--- config.mk ---
export PLATFORM = sky130hd
export DESIGN_NAME = tape_stream
export DESIGN_NICKNAME = d
export VERILOG_FILES = /design/src/rtl/tape_pkg.sv /design/src/rtl/sync_fifo.sv /design/src/rtl/tape_stream.sv
export SDC_FILE = /design/constraint.sdc
export NUM_CORES = 1
export LEC_CHECK = 0
export ABC_AREA = 1
export BUFFER_PORTS_ARGS = -buffer_cell sky130_fd_sc_hd__buf_4
export CAP_MARGIN = 25
export CORE_MARGIN = 4
export CORE_UTILIZATION = 35
export DETAILED_ROUTE_END_ITERATION = 16
export MAX_ROUTING_LAYER = met4
export PLACE_DENSITY = 0.51
export SLEW_MARGIN = 25
export SYNTH_ARGS = -nofsm -noshare
export SYNTH_HDL_FRONTEND = slang
export SYNTH_SLANG_ARGS = --single-unit
--- constraint.sdc ---
create_clock -name clk -period 4.4 [get_ports clk]
set_clock_uncertainty 0.15 [all_clocks]
set_input_delay 0.66 -clock clk [delete_from_list [all_inputs] [get_ports clk]]
set_output_delay 0.66 -clock clk [all_outputs]
set_load 0.01 [all_outputs]
--- src/rtl/tape_pkg.sv ---
// Shared types and defaults for the cassette stream player.
package tape_pkg;

  typedef enum logic [1:0] {
    IDLE,
    REQ,
    WAIT,
    DRAIN
  } fetch_state_e;

  localparam logic [7:0] THRESH_DEFAULT = 8'h80;

endpackage

--- src/rtl/sync_fifo.sv ---
// Register-based show-ahead FIFO with flush; rdata is valid whenever not empty.
module sync_fifo #(
  parameter int unsigned WIDTH = 8,
  parameter int unsigned DEPTH = 8
) (
  input  logic                     clk,
  input  logic                     rst_n,
  input  logic                     push,
  input  logic [WIDTH-1:0]         wdata,
  input  logic                     pop,
  input  logic                     flush,
  output logic [WIDTH-1:0]         rdata,
  output logic                     full,
  output logic                     empty,
  output logic [$clog2(DEPTH):0]   count
);

  localparam int unsigned AW = $clog2(DEPTH);

  logic [WIDTH-1:0] mem_q [DEPTH];
  logic [AW:0]      wr_ptr_q, wr_ptr_d;
  logic [AW:0]      rd_ptr_q, rd_ptr_d;
  logic             do_push, do_pop;

  assign count = wr_ptr_q - rd_ptr_q;
  assign full  = (count == (AW+1)'(DEPTH));
  assign empty = (count == '0);
  assign rdata = mem_q[rd_ptr_q[AW-1:0]];

  always_comb begin
    do_pop   = pop & ~empty & ~flush;
    do_push  = push & (~full | do_pop) & ~flush;
    wr_ptr_d = wr_ptr_q;
    rd_ptr_d = rd_ptr_q;
    if (flush) begin
      wr_ptr_d = '0;
      rd_ptr_d = '0;
    end else begin
      if (do_push) wr_ptr_d = wr_ptr_q + 1'b1;
      if (do_pop)  rd_ptr_d = rd_ptr_q + 1'b1;
    end
  end

  always_ff @(posedge clk or negedge rst_n) begin
    if (!rst_n) begin
      wr_ptr_q <= '0;
      rd_ptr_q <= '0;
    end else begin
      wr_ptr_q <= wr_ptr_d;
      rd_ptr_q <= rd_ptr_d;
    end
  end

  always_ff @(posedge clk) begin
    if (do_push) mem_q[wr_ptr_q[AW-1:0]] <= wdata;
  end

endmodule

--- src/rtl/tape_stream.sv ---
// Cassette stream player: prefetches tape bytes from SDRAM into a FIFO and
// plays them out at a Q-tick-derived sample rate.
module tape_stream
  import tape_pkg::*;
#(
  parameter int unsigned ADDR_W     = 25,
  parameter int unsigned FIFO_DEPTH = 8,
  parameter int unsigned DIV_W      = 12,
  parameter logic [7:0]  THRESH     = THRESH_DEFAULT
) (
  input  logic              clk,
  input  logic              reset,
  input  logic              q_en,
  input  logic              en,
  input  logic              play_toggle,
  input  logic              rewind,
  input  logic [DIV_W-1:0]  rate_div,
  input  logic [ADDR_W-1:0] tape_len,
  output logic [ADDR_W-1:0] sdram_addr,
  output logic              sdram_rd,
  input  logic              sdram_ready,
  input  logic [7:0]        sdram_data,
  output logic [7:0]        sample,
  output logic              data,
  output logic              playing,
  output logic              eot,
  output logic              underrun,
  output logic [ADDR_W-1:0] position
);

  localparam int unsigned CW = $clog2(FIFO_DEPTH) + 1;

  fetch_state_e      state_q, state_d;
  logic [ADDR_W-1:0] addr_q, addr_d;
  logic [ADDR_W-1:0] pos_q, pos_d;
  logic [DIV_W-1:0]  div_q, div_d;
  logic [7:0]        sample_q, sample_d;
  logic              rd_q, rd_d;
  logic              playing_q, playing_d;
  logic              eot_q, eot_d;
  logic              underrun_q, underrun_d;

  logic              fifo_push, fifo_pop, fifo_flush;
  logic              fifo_full, fifo_empty;
  logic [7:0]        fifo_rdata;
  logic [CW-1:0]     fifo_count;
  logic              run;

  sync_fifo #(
    .WIDTH (8),
    .DEPTH (FIFO_DEPTH)
  ) u_fifo (
    .clk   (clk),
    .rst_n (reset),
    .push  (fifo_push),
    .wdata (sdram_data),
    .pop   (fifo_pop),
    .flush (fifo_flush),
    .rdata (fifo_rdata),
    .full  (fifo_full),
    .empty (fifo_empty),
    .count (fifo_count)
  );

  always_comb begin
    state_d    = state_q;
    addr_d     = addr_q;
    pos_d      = pos_q;
    div_d      = div_q;
    sample_d   = sample_q;
    playing_d  = playing_q;
    eot_d      = eot_q;
    underrun_d = underrun_q;
    fifo_push  = 1'b0;
    fifo_pop   = 1'b0;
    fifo_flush = 1'b0;
    run        = en & playing_q & ~eot_q;

    // A request is only launched from IDLE, so count alone covers the in-flight slot.
    unique case (state_q)
      IDLE:  if (fifo_count < CW'(FIFO_DEPTH) && addr_q < tape_len) state_d = REQ;
      REQ:   state_d = WAIT;
      WAIT:  if (sdram_ready) begin
               state_d   = IDLE;
               fifo_push = ~fifo_full;
               if (addr_q < tape_len) addr_d = addr_q + ADDR_W'(1);
             end
      DRAIN: if (sdram_ready) state_d = IDLE;
      default: state_d = IDLE;
    endcase

    if (q_en && run) begin
      if (div_q == rate_div) begin
        div_d = '0;
        if (!fifo_empty) begin
          fifo_pop = 1'b1;
          sample_d = fifo_rdata;
          pos_d    = pos_q + ADDR_W'(1);
        end else if (pos_q < tape_len) begin
          underrun_d = 1'b1;
        end else begin
          eot_d    = 1'b1;
          sample_d = '0;
        end
      end else begin
        div_d = div_q + DIV_W'(1);
      end
    end

    if (play_toggle && !eot_q) playing_d = ~playing_q;

    // Rewind overrides pop and fetch write; an outstanding read is drained and dropped.
    if (rewind) begin
      fifo_push  = 1'b0;
      fifo_pop   = 1'b0;
      fifo_flush = 1'b1;
      addr_d     = '0;
      pos_d      = '0;
      div_d      = '0;
      eot_d      = 1'b0;
      underrun_d = 1'b0;
      sample_d   = '0;
      if (state_q == IDLE || (state_q != REQ && sdram_ready)) state_d = IDLE;
      else                                                     state_d = DRAIN;
    end

    rd_d = (state_d == REQ);
  end

  always_ff @(posedge clk or negedge reset) begin
    if (!reset) begin
      state_q    <= IDLE;
      addr_q     <= '0;
      pos_q      <= '0;
      div_q      <= '0;
      sample_q   <= '0;
      rd_q       <= 1'b0;
      playing_q  <= 1'b1;
      eot_q      <= 1'b0;
      underrun_q <= 1'b0;
    end else begin
      state_q    <= state_d;
      addr_q     <= addr_d;
      pos_q      <= pos_d;
      div_q      <= div_d;
      sample_q   <= sample_d;
      rd_q       <= rd_d;
      playing_q  <= playing_d;
      eot_q      <= eot_d;
      underrun_q <= underrun_d;
    end
  end

  assign sdram_addr = addr_q;
  assign sdram_rd   = rd_q;
  assign sample     = sample_q;
  assign data       = (sample_q >= THRESH);
  assign playing    = playing_q;
  assign eot        = eot_q;
  assign underrun   = underrun_q;
  assign position   = pos_q;

endmodule

== After elaboration in Yosys (flattened, before gate mapping) ==
Memories as Yosys holds them, arrays and structs flattened.
Cells that the tools add are included.
Word-level totals
  memories: 1
  output and inout bits: 63
  flip-flop bits (word level): 84
  word-level logic and storage cells: 112
  RAM bits: 64
  input bits: 52
Memories
  u_fifo.mem_q: words 8, bits a word 8, read ports 1, clocked after Yosys merged registers in 0, write ports 1, line sync_fifo.sv:20  | logic [WIDTH-1:0] mem_q [DEPTH];
Operators by class
  bitwise gates (word level): 12
  reductions and logical operators: 23
  muxes and demuxes: 45
  equality and inequality tests: 10
  $add $sub $neg: 6
  $lt $le $gt $ge: 4
Operator list (count)
  25-bit two-way mux: 8
  25-bit by 1-bit adder with 25-bit output (second input constant): 2
  25-bit less-than comparator: 2
  8-bit two-way mux: 5
  12-bit two-way mux: 3
  1-bit two-way mux: 20
  2-bit nonzero test: 9
  4-bit two-way mux: 4
  12-bit by 1-bit adder with 12-bit output (second input constant): 1
  12-bit equality test: 1
  3-bit AND reduction: 3
  4-bit by 1-bit adder with 4-bit output (second input constant): 2
  8-bit >= comparator (second input constant): 1
  2-bit two-way mux: 4
  4-bit AND reduction: 2
  1-bit bitwise AND: 6
  2-bit one-hot mux with 3 select lines: 1
  1-bit inverter: 5
  2-bit by 1-bit equality test with 1-bit output (second input constant): 2
  2-bit equality test (second input constant): 2
  4-bit equality test (second input constant): 1
  1-bit logical AND: 4
  4-bit zero test: 1
  4-bit less-than comparator (second input constant): 1
  9 further kinds: 10

== Depth between registers and ports, before layout ==
  depth in word-level cells: 13
  mapped depth: 14
  gate-level depth less buffers: 14

== Modules after synthesis ==
From an unflattened synthesis, not the netlist that was laid out.
Unflattened totals
  cells, all modules: 1143
  area, all modules: 9037.4 sq um
Modules (own cells, without submodules)
  tape_stream: times used 1, area an instance 5884.4 sq um, sequential area each 1903.1 sq um, cells an instance 868
  sync_fifo: times used 1, area an instance 3153.0 sq um, sequential area each 2122.0 sq um, cells an instance 275

== Worst setup path before layout ==
Ideal clock, no wire load.
  path type: register to register
  start: register u_fifo.rd_ptr_q[2]
  end: memory u_fifo.mem_q[6][0], enable pin
  period minus slack after synthesis: 3.143 ns
  setup slack: 1.257 ns
  arrival time: 2.610 ns
  setup time: 0.383 ns
  buffers on the path: 1
  required time: 3.867 ns
  cell stages (with the launch flop): 12
  path through: dfrtp_1 > inv_1 > clkbuf_1 > ha_1 > a21oi_1 > nand2_1 > xor2_1 > nand2_1 > nand3_1 > inv_1 > nand2_1 > nor3_1
On the way
  longest elaborated chain between the ends: 13
  elaborated cells between the ends (all ways): 19
  classes of those cells: add/sub (1); eq/ne (1); mux (9); bitwise (7); reduce/logical (1)
RTL lines
  start, declared: line sync_fifo.sv:22  | logic [AW:0] rd_ptr_q, rd_ptr_d;
  start signal, assigned: line sync_fifo.sv:50  | rd_ptr_q <= rd_ptr_d;
  4-bit subtractor (*): line sync_fifo.sv:25  | assign count = wr_ptr_q - rd_ptr_q;
  4-bit zero test: line sync_fifo.sv:27  | assign empty = (count == '0);
  1-bit two-way mux: line tape_stream.sv:95  | if (!fifo_empty) begin
  1-bit two-way mux: line tape_stream.sv:93  | if (div_q == rate_div) begin
  1-bit two-way mux: line tape_stream.sv:92  | if (q_en && run) begin
  1-bit two-way mux: line tape_stream.sv:113  | if (rewind) begin
  1-bit bitwise AND (2 in a row): line sync_fifo.sv:31  | do_pop = pop & ~empty & ~flush;
  1-bit bitwise OR: line sync_fifo.sv:32  | do_push = push & (~full | do_pop) & ~flush;
  1-bit bitwise AND (*) (2 in a row): line sync_fifo.sv:32
  1-bit two-way mux (*): line sync_fifo.sv:55  | if (do_push) mem_q[wr_ptr_q[AW-1:0]] <= wdata;
  1-bit two-way mux (implied by the code) (*): line sync_fifo.sv:55
  end, declared: line sync_fifo.sv:20
Mark *: on every way between the ends. The rest lies on a longest branch, timed or not.

== Worst setup path in the final report ==
  start: register u_fifo.rd_ptr_q[1]
  end: memory u_fifo.mem_q[2][7], enable pin
The elaborated chain is that of the path after synthesis.

==> metrics.md <==
| Metric | Value |
|---|---|
| Status | `finished, final reports clean` |
| Total Power | `0.00347 W` |
| CTS resizes | `0` |
| Chip width | `170 um` |
| Detailed-route wire length | `25,300 um` |
| H-Tree Depth | `4` |
| Startpoint Class | `flop` |
| Area growth syn-to-layout | `19.4%` |
| Max clock buf depth | `2` |
| Die height | `170 um` |
| Syn avg cell area | `8.10 um^2` |
| Fmax | `286 MHz` |
| Drt wl/cell | `16.0 um` |
| CTS tree | `built` |
| Synth top area cells | `dfrtp_1, edfxtp_1, nand2_1` |
| Max Cap Viol | `0` |
| Antenna Diode Count | `0` |
| Sequential cell area | `4030 um^2` |
| Min Tclk post-route | `3.49 ns` |
| Starting density of the core | `35.9%` |
| Mapped Area | `9130 um^2` |
| Peak supply drop | `0.194 mV` |
| Share of cells above drive strength 1 | `15.9%` |
| WHS | `0.148 ns` |
| Synth async-reset ratio | `56.8%` |
| Final Hold Vio Count | `0` |
| YS warnings | `0` |
| Synth cell types | `44` |
| Initial DRC count | `433` |
| Synth Flop Type | `dfrtp_1` |
| Final setup vio count | `0` |
| EDFF count, synth | `64` |
| Vias/cell | `4.86` |
| GP Congestion | `0.885` |
| Post-synth top area share | `22.7%` |
| Largest area contributor in the netlist | `dfrtp_1` |
| Post-Syn Nets | `1,236` |
| Worst EP arrival | `3.40 ns` |
| Power per cell area | `319 nW/um^2` |
| #FFs+latches synth | `148` |
| CTS hold repair buffers | `0` |
| CTS sink cnt | `148` |
| Multi-input logic area | `4490 um^2` |
| Slew headroom | `48.1%` |
| Worst-Skew Late Latency | `0.43 ns` |
| Vias in the first global route | `7,570` |
| Fillcell total | `2,602` |
| Drt pass-1 iters | `5` |
| Min-Delay Path Class | `in2async` |
| DP Wirelength | `18,700 um` |
| CP Capture Type | `flop` |
| Cts bufs inserted | `17` |
| Mapped Cells | `1,127` |
| Global-route wire length before repair | `41,000 um` |
| Die area | `28,700 um^2` |
| Max Fanout on Critical Path | `20` |
| Final critical-path share of the clock period | `79.3%` |
| Sequential-to-total area share from yosys stat | `44.1%` |
| # DRC | `0` |
| CTS clk-pin slew, worst paths | `0.08 ns` |
| Largest net degree at the start of global routing | `57` |
| Sum of negative setup slack | `0 ns` |
| Post-route antenna net violation count | `0` |
| Vias | `7,687` |
| CP Class | `reg2reg` |
| CTS root buffer | `clkbuf_16` |
| Total congestion overflow | `0` |
| Slew @ Worst Pin | `0.776 ns` |
| Post-CTS Setup Inserts | `0` |
| Fin. max-slew vios | `0` |
| Pleak | `5.18 nW` |
| Port Buffers | `114` |
| # rows | `58` |
| Final nets | `1,348` |
| CP Data Required Time | `4.31 ns` |
| RSZ-0062 raised after global routing | `no` |
| Global Route Usage Sum | `18.5%` |
| Core Region | `25,400 um^2` |
| Initial antenna violation count | `0` |
| I/O pins | `115` |
==> flip-flops by register name, summed over array words and instances, names as in the netlist <==
| register | cells |
|---|---|
| u_fifo.rd_ptr_q | 4 |
| u_fifo.mem_q | 64 |
| position | 25 |
| eot | 1 |
| sdram_addr | 25 |
| div_q | 12 |
| playing | 1 |
| sample | 8 |
| sdram_rd | 1 |
| u_fifo.wr_ptr_q | 4 |
| state_q | 2 |
| underrun | 1 |
==> worst paths after layout <==
check / startpoint / endpoint / slack, ns / cells after the start
min reg2reg: sample[2] / sample[2] / 0.33 / 2
max reg2reg: u_fifo.rd_ptr_q[1] / u_fifo.mem_q[2][7] / 0.91 / 10
max: u_fifo.rd_ptr_q[1] / u_fifo.mem_q[2][7] / 0.91 / 10
max in group asynchronous: reset / playing / 3.17 / 2
min: reset / sdram_addr[6] / 0.15 / 1
min in group clk: play_toggle / playing / 0.31 / 3
==> metrics by stage <==
step | worst slack (ns) | area, um^2 | cells | utilization, %
final | 0.909 | 10900 | 1582 | 42.9
after global routing | 0.626 | 10900 | 1582 | 42.9
after CTS | 0.873 | 10900 | 1581 | 42.9
after detailed placement | 0.885 | 10300 | 1549 | 40.5
after global placement | 0.947 | 10300 | 1549 | 40.5
after floorplan | 1.26 | 9130 | 1127 | -
==> per-layer routing <==
| layer | GRT usage [%] | wire (um) | vias to the layer above |
|---|---|---|---|
| met1 | 24.5 | 12000 | 3611 |
| met5 | - | 0 | - |
| met4 | 4.13 | 242 | 0 |
| met3 | 3.10 | 888 | 21 |
| li1 | - | - | 3918 |
| met2 | 30.1 | 12200 | 137 |
==> worst max-delay path: stages, from the launching register on <==
cell and delay (ns):
dfrtp_1 0.80, clkinv_1 0.29, fa_1 0.59, inv_1 0.04
nand3_1 0.07, nor2_1 0.07, nand2_1 0.09, nand3_1 0.12
inv_1 0.14, nand2_1 0.14, nor2_1 0.62
==> cells in the final DEF, fill, tap and decap left out, drive strengths merged, types with 2 or more instances in the layout <==
master and count:
a22oi 14, nand3 76, nor3 30, ha 56, a21oi 56, inv 117
nor2 144, dfrtp 83, clkinv 9, xor2 32, mux2i 7, a21o 6
o21ai 30, xnor2 19, nand2 342, buf 124, nand4 15, clkbuf 17
nand3b 2, edfxtp 64
==> where the power goes <==
group | internal [W] | total [W] | switching (W)
clock network | 0.000771 | 0.00149 | 0.000717
logic | 0.000154 | 0.000447 | 0.000293
registers | 0.00150 | 0.00154 | 0.0000396
==> cells by family (layout without fill, tap and decap cells) <==
kind of cell,Yosys count,count (layout),share of synthesized area (%)
compound gates,111,111,7.59
xor+xnor,51,51,5.06
fa+ha+maj,57,57,7.89
buf+inv,143,268,6.77
flops,148,148,44.1
mux,7,7,0.767
simple gates,610,610,27.8
==> cell usage after synthesis (2+ instances only) <==
master    number
nand4_1       15
mux2i_1        7
a21oi_1       55
a22oi_1       14
a21o_1         6
o21ai_0        6
edfxtp_1      64
o21ai_1        5
buf_6          3
nor2_4         2
nor3_1        30
dfrtp_1       83
inv_2          7
o21ai_2       19
nand3_1       74
nand3b_1       2
xnor2_1       17
buf_12         2
xnor2_2        2
buf_2         11
buf_1          4
inv_1        103
nand2_2        5
nor2_1       141
xor2_1        32
clkbuf_1      11
ha_1          56
nand2_1      335
==> area by class of cell <==
cell class / instances / share of cell area (%)
multi-input cells: 836 / 41.2
flip-flops and latches: 148 / 36.9
repair buffers: 124 / 8.61
inverters: 112 / 3.97
clock buffers: 17 / 3.90
well taps: 330 / 3.79
clock inverters: 15 / 1.65
Power figures use the tool's default switching activity.
